`config.mk`:
```
export PLATFORM = sky130hd
export DESIGN_NAME = branch_resolve_unit
export DESIGN_NICKNAME = d
export VERILOG_FILES = /design/src/rtl/branch_resolve_unit.sv
export SDC_FILE = /design/constraint.sdc
export NUM_CORES = 1
export LEC_CHECK = 0
export BUFFER_PORTS_ARGS = -buffer_cell sky130_fd_sc_hd__buf_4
export CAP_MARGIN = 20
export CORE_ASPECT_RATIO = 1.2
export CORE_UTILIZATION = 49
export DETAILED_ROUTE_END_ITERATION = 8
export PLACE_DENSITY_LB_ADDON = 0.3
export SYNTH_ARGS = -nofsm -noshare
export SYNTH_HDL_FRONTEND = slang
export SYNTH_SLANG_ARGS = --single-unit
export TNS_END_PERCENT = 20
```
`constraint.sdc`:
```
create_clock -name clk -period 2.9 [get_ports clk]
set_clock_uncertainty 0.2 [all_clocks]
set_input_delay 0.145 -clock clk [delete_from_list [all_inputs] [get_ports clk]]
set_output_delay 0.145 -clock clk [all_outputs]
set_load 0.02 [all_outputs]
```
`src/rtl/branch_resolve_unit.sv`:
```
`default_nettype none
// ============================================================================
// Module : branch_resolve_unit
// Brief  : Hack CPU execute-stage branch resolver: flags, jjj condition,
//          registered PC load, multi-cycle flush and saturating counters.
// Rev    : 1.0
// ============================================================================
module branch_resolve_unit #(
    parameter int WIDTH            = 16,
    parameter int CNT_WIDTH        = 16,
    parameter int REGISTERED_FLAGS = 0,
    parameter int FLUSH_CYCLES     = 1
) (
    input  logic                 clk,
    input  logic                 rst,
    input  logic [WIDTH-1:0]     alu_out,
    input  logic [WIDTH-1:0]     a_reg,
    input  logic [2:0]           jjj,
    input  logic                 br_valid,
    input  logic                 flag_we,
    input  logic                 stall,
    input  logic                 cnt_clr,
    output logic                 pc_load,
    output logic [WIDTH-1:0]     pc_target,
    output logic                 flush,
    output logic                 busy,
    output logic [CNT_WIDTH-1:0] eval_cnt,
    output logic [CNT_WIDTH-1:0] taken_cnt
);

    localparam int FC_W = $clog2(FLUSH_CYCLES + 1);
    localparam logic [FC_W-1:0] FLUSH_INIT = FC_W'(FLUSH_CYCLES);
    localparam logic [0:0] ST_IDLE  = 1'b0;
    localparam logic [0:0] ST_FLUSH = 1'b1;

    logic [0:0]      state;
    logic [FC_W-1:0] flush_cnt;
    logic            flag_zr;
    logic            flag_ng;
    logic            live_zr;
    logic            live_ng;
    logic            use_zr;
    logic            use_ng;
    logic            cond;
    logic            evaluate;
    logic            taken;
    logic            eval_inc;

    assign live_zr = (alu_out == '0);
    assign live_ng = alu_out[WIDTH-1];

    // Registered mode sees the flags as they were before this edge
    assign use_zr = (REGISTERED_FLAGS != 0) ? flag_zr : live_zr;
    assign use_ng = (REGISTERED_FLAGS != 0) ? flag_ng : live_ng;

    always_comb begin
        cond = 1'b0;
        case (jjj)
            3'b000:  cond = 1'b0;
            3'b001:  cond = ~use_zr & ~use_ng;
            3'b010:  cond = use_zr;
            3'b011:  cond = ~use_ng;
            3'b100:  cond = use_ng;
            3'b101:  cond = ~use_zr;
            3'b110:  cond = use_zr | use_ng;
            default: cond = 1'b1;
        endcase
    end

    assign evaluate = br_valid & ~stall & (state == ST_IDLE);
    assign taken    = evaluate & cond;
    assign eval_inc = evaluate & (jjj != 3'b000);

    assign flush = (state == ST_FLUSH);
    assign busy  = (state == ST_FLUSH);

    always_ff @(posedge clk or posedge rst) begin
        if (rst) begin
            flag_zr <= 1'b1;
            flag_ng <= 1'b0;
        end else if (flag_we) begin
            flag_zr <= live_zr;
            flag_ng <= live_ng;
        end
    end

    always_ff @(posedge clk or posedge rst) begin
        if (rst) begin
            pc_load   <= 1'b0;
            pc_target <= '0;
        end else begin
            pc_load <= taken;
            if (taken) begin
                pc_target <= a_reg;
            end
        end
    end

    always_ff @(posedge clk or posedge rst) begin
        if (rst) begin
            state     <= ST_IDLE;
            flush_cnt <= '0;
        end else begin
            case (state)
                ST_IDLE: begin
                    if (taken) begin
                        state     <= ST_FLUSH;
                        flush_cnt <= FLUSH_INIT;
                    end
                end
                default: begin
                    if (!stall) begin
                        if (flush_cnt <= FC_W'(1)) begin
                            state     <= ST_IDLE;
                            flush_cnt <= '0;
                        end else begin
                            flush_cnt <= flush_cnt - FC_W'(1);
                        end
                    end
                end
            endcase
        end
    end

    always_ff @(posedge clk or posedge rst) begin
        if (rst) begin
            eval_cnt  <= '0;
            taken_cnt <= '0;
        end else if (cnt_clr) begin
            eval_cnt  <= '0;
            taken_cnt <= '0;
        end else begin
            if (eval_inc && (eval_cnt != '1)) begin
                eval_cnt <= eval_cnt + CNT_WIDTH'(1);
            end
            if (taken && (taken_cnt != '1)) begin
                taken_cnt <= taken_cnt + CNT_WIDTH'(1);
            end
        end
    end

endmodule
`default_nettype wire

```
== After elaboration in Yosys (flattened, before gate mapping) ==
Index checks and enable logic that the tools add are counted.

* Bits of input ports: 41
* Logic and storage cells: 51
* Bits in registers: 51
* Output and inout bits: 51

* Order comparisons: 1
* Bitwise gates (word level): 10
* Add/subtract/negate cells: 3
* Mux-type cells: 13
* Equality and inequality tests: 9
* Reduce and logical (&&, ||, !) cells: 9

{| class="wikitable"
|+ Operators with widths
! operator !! count
|-
| two-way mux 16 bit || 4
|-
| adder 16 x 1 -> 16 bit, second input constant || 2
|-
| != test 16 bit, second input constant || 2
|-
| zero test 16 bit || 1
|-
| equality test 3 bit, second input constant || 3
|-
| two-way mux 1 bit || 8
|-
| one-hot mux 1 bit (7 select lines) || 1
|-
| equality test 3 x 2 -> 1 bit, second input constant || 2
|-
| nonzero test 2 bit || 3
|-
| AND 1 bit || 5
|-
| NOT 1 bit || 4
|-
| equality test 3 x 1 -> 1 bit, second input constant || 1
|-
| zero test 3 bit || 1
|-
| nonzero test 3 bit || 1
|-
| logical AND 1 bit || 2
|-
| != test 2 bit, second input constant || 1
|-
| AND reduction 2 bit || 1
|-
| <= comparator 1 bit, second input constant || 1
|-
| OR 1 bit || 1
|-
| subtractor 1 bit, second input constant || 1
|}

== Depth between registers and ports, before layout ==
* Word-level depth: 8
* Gate-level depth with buffers: 9
* Mapped depth without buffers: 7

== Worst setup path before layout ==
Ideal clock, no wire load.

* Path kind: reg-to-reg
* Start: reg taken_cnt[0]
* End: reg taken_cnt[12]
* Clock period less this slack: 2,219 ps
* Data required time: 2,622 ps
* Cell stages (with the launch flop): 6
* Path slack: 681 ps
* Library setup time: 78 ps
* Path buffers: 0
* Arrival time: 1,941 ps
* Cells stage by stage: dfrtp_1 > ha_1 > nand3_1 > or3_1 > or4_1 > a21oi_1

* Cells in the longest elaborated chain, start to end: 3
* Elaborated cells on any way between the ends: 6
* Classes of those cells: add/sub: 1; eq/ne: 1; mux: 2; reduce/logical: 2

{| class="wikitable"
|+ RTL lines
! element !! line !! source
|-
| start: declaration || 28 || <nowiki>output logic [CNT_WIDTH-1:0] taken_cnt</nowiki>
|-
| start signal: assignment || 137 || <nowiki>taken_cnt <= taken_cnt + CNT_WIDTH'(1);</nowiki>
|-
| adder 16 x 1 -> 16 bit / != test 16 bit (equally long branches) || 137, 136 ||
|-
| two-way mux 16 bit / logical AND 1 bit (equally long branches) || 136 || <nowiki>if (taken && (taken_cnt != '1)) begin</nowiki>
|-
| two-way mux 16 bit / nonzero test 2 bit (equally long branches) || - ||
|}

Several ways; a longest one is shown, not always the timed one. The select of a mux whose other input is x is not followed.
A chain may end at the register's enable or synchronous reset.

== Worst setup path after layout ==
* Start: in stall
* End: reg pc_target[3]

* Cells in the longest elaborated chain, start to end: 4

{| class="wikitable"
|+ RTL lines
! element !! line !! source
|-
| start: declaration || 21 || <nowiki>input logic stall,</nowiki>
|-
| NOT 1 bit || 70 || <nowiki>assign evaluate = br_valid & ~stall & (state == ST_IDLE);</nowiki>
|-
| AND 1 bit (2 in a row) || 70 ||
|-
| AND 1 bit || 71 || <nowiki>assign taken = evaluate & cond;</nowiki>
|-
| end signal: assignment || 94 || <nowiki>pc_target <= a_reg;</nowiki>
|-
| end: declaration || 24 || <nowiki>output logic [WIDTH-1:0] pc_target,</nowiki>
|}

No other way between the ends.

==> results.md <==
- Avg Cell Area, Syn: ~11 um2
- Fin area: between 3000 and 4000 um2
- Synthesized Nets: 273
- Slew margin rel.: about two fifths
- Synth-to-Final Area Change: 39.2%
- # nets final: 380
- Clock buffer depth: 2
- Post-synth top area cell: dfrtp_1
- Worst Path Required: approximately 2.9 ns
- HPWL Detailed: roughly 4100 um
- Die H: around 81 um
- Fmax: slightly below 0.4 GHz
- Dpl cells: roughly 370
- Initial antenna violation count: 0
- Worst Tran Pin Value: around 0.9 ns
- Drt pass-1 iters: 4
- Fin crit share: between 80% and 90%
- Cell Area, Synth: 2530 um2
- Die Wd: 67.6 um
- Worst VDD drop: between 400 and 500 uV
- Largest net degree at the start of global routing: 51
- Sequential share of the synthesized area: between 40% and 50%
- Ys async rst share: 100%
- Core area: roughly 4900 um2
- Global-route wire length before repair: 9670 um
- Area of the die: between 5000 and 6000 um2
- Post-CTS resize count: 0
- Power per standard cell area: 477 nW/um2
- Cells along the critical path: dlygate4sd3_1, buf_4, nor3b_2, nand2_1, nor3_2, or2_1, buf_4, mux2_4
- Yosys top cell area share: 49.5%
- Final Non-Filler Cells: 399
- Routed Antenna Nets: 0
- TNS Setup: 0 ns
- CP Capture Type: flop
- DR vias/cell: roughly 5.6
- Critical path buffer and inverter count: 3
- Syn Inst Count: 230
- Hold buffer count at cts: 18
- Largest fanout on the critical path: 10
- Vias in the first global route: 2086
- Vias: 2247
- Final Max Tran Viols: 0
- Fin crit period: ~2.5 ns
- Final WL: between 6000 and 7000 um
- Setup Fix Bufs, Post-CTS: 0
- GR Util All Layers: between 20% and 30%
- Rows: 28
- Clk slew on worst S/H paths: ~0.090 ns
- CTS tree: built
- Leak: about 1.6 nW
- RSZ-0062 raised after global routing: no
- Combined area of the multi-input logic cells: about 1200 um2
- Delay of the slowest critical-path stage: about 0.55 ns
- Root buf cell: clkbuf_8
- Cells on worst reg2reg path: 7
- Layout cells sized above 1: between 30% and 40%
- Synth unique cells: 38
- #FFs+latches synth: 50
- Drc violations: 0
- Hold endpoint: taken_cnt[1]$_DFFE_PP0P_
- Routed wire per std cell: ~16 um
- Fillers: 376
- Gpl congestion: approximately 0.75
- Prevailing post-synth register cell: dfrtp_1
- Port bufs: 90
- FF-to-FF End: taken_cnt[9]$_DFFE_PP0P_
- Hold Crit Class: in -> reg
- Detailed router's first-iteration violation count: 129
- Hold depth: 2
- Fin util: about 71%
- Slowest CP cell: dlygate4sd3_1
- CP arrival: ~2.5 ns
- Area after DPL: 3200 um2
- Status: completed
- R2R Setup Slk: between 0.4 and 0.5 ns
- Final setup fails: 0
- Worst setup SP type: primary input
- Initial cell density of the core: around half
- Yosys warns: 0
- Clk sink count: 50
- HP Start: cnt_clr
- Hold Fails Final Rpt: 0
- Clk Latency, worst-skew pair: 0.30 ns
- Clock buffer count from CTS: 5
- GRT overflow: 0
- Largest cells by area after synthesis: dfrtp_1, mux2_4, mux2_2
- Worst r2r src: taken_cnt[0]$_DFFE_PP0P_
- Crit-path leading delay family: simple AND/OR/NAND/NOR gates
- CP dominant cell by count: buf_4
- Register area: 1250 um2
- Ports: 92
- CTS HTree Levels: 2
- Crit path kind: in -> reg
- Post-synth EDFFs: 0
- Max-capacitance violation count: 0
## synthesized netlist by cell type (2+ instances only)
cell type,count
a21oi_1,17
and3_1,5
and4_1,2
buf_6,3
clkbuf_1,3
dfrtp_1,50
ha_1,2
inv_1,7
mux2_2,9
mux2_4,8
nand2_1,14
nand3_1,10
nand4_1,7
nor2_1,18
nor3_1,3
nor4_1,2
nor4_4,4
o21ai_0,6
o21ai_1,5
o31ai_1,8
or3_1,13
or4_1,7
xnor2_1,7
xor2_1,6
## worst max-delay path by stage
stage | endpoint | cells past startpoint | from
after global routing | pc_target[2]$_DFFE_PP0P_ | 8 | stall
after CTS | pc_target[2]$_DFFE_PP0P_ | 8 | stall
final | pc_target[3]$_DFFE_PP0P_ | 8 | stall
after floorplan | taken_cnt[12]$_DFFE_PP0P_ | 5 | taken_cnt[0]$_DFFE_PP0P_
after global placement | taken_cnt[9]$_DFFE_PP0P_ | 7 | taken_cnt[0]$_DFFE_PP0P_
after detailed placement | taken_cnt[9]$_DFFE_PP0P_ | 7 | taken_cnt[0]$_DFFE_PP0P_
## logic make-up (layout without fill, tap and decap cells)
kind of cell               after synthesis  after routing  share of synthesized area, %
xor gates and xnor gates                13             13                          4.50
and+or+nand+nor                         89             89                          21.5
AOI/OAI and AO/OA                       41             41                          10.0
buffers and inverters                   17            125                          4.26
muxes                                   18             18                          9.16
DFF                                     50             50                          49.5
adders and majority gates                2              2                         0.990
other                                    0              1                             0
## cell type report
| type | count | share of cell area, % |
|---|---|---|
| clock buffer | 8 | 3.13 |
| tap | 60 | 2.13 |
| inverter | 7 | 0.747 |
| timing repair buffer | 110 | 25.1 |
| multi-input combinational | 163 | 33.2 |
| antenna | 1 | 0.0711 |
| sequential | 50 | 35.6 |
## where the power goes
group / internal [mW] / switching, mW / total (mW)
clock network: 0.241 / 0.223 / 0.464
registers: 0.761 / 0.0456 / 0.807
logic: 0.210 / 0.199 / 0.408
## metal layers
layer  global-route usage (%)  up-vias  routed length (um)
met5                        0        -                   0
met4                     11.1        0                 167
met3                     5.26       15                 293
met2                     37.9       72                3300
met1                     29.3     1105                2420
li1                         -     1055                   -
## worst reg2reg max path, stage by stage (launching register included)
cell,delay [ns]
dfrtp_1,0.45
ha_1,0.24
nand3_1,0.22
nor3_1,0.11
nand3_1,0.16
o21ai_2,0.28
or4_1,0.58
a21oi_1,0.15
## metrics by stage
stage	setup slack, ns	hold WS [ns]	power (mW)
6_report	0.384	0.0402	1.68
5_1_grt	0.265	0.0321	1.75
4_1_cts	0.399	0.0324	1.68
3_5_place_dp	0.483	0.173	1.19
3_3_place_gp	0.495	0.168	1.18
2_1_floorplan	0.681	0.0688	1.02
## registers in the layout, summed over array words and instances, names as in the netlist
| signal | cells |
|---|---|
| eval_cnt | 16 |
| pc_target | 16 |
| taken_cnt | 16 |
| busy | 1 |
| pc_load | 1 |
## placed cells by master, fill, tap and decap left out, types with 2 or more instances in the layout
master,Yosys,layout
nor2_1,18,18
o31ai_1,8,8
nor4_4,4,4
buf_4,1,91
and3_1,5,5
o21ai_1,5,5
inv_1,7,6
and4_1,2,2
o21ai_0,6,6
or3_1,13,13
nor3_1,3,3
nand2_1,14,14
xor2_1,6,6
dlygate4sd3_1,0,18
ha_1,2,2
a21oi_1,17,17
nand3_1,10,10
mux2_4,8,8
nor4_1,2,2
dfrtp_1,50,50
xnor2_1,7,7
nand4_1,7,7
or4_1,7,7
mux2_2,9,9
clkbuf_8,0,8
Note: power is estimated with default switching activity, not from simulation.
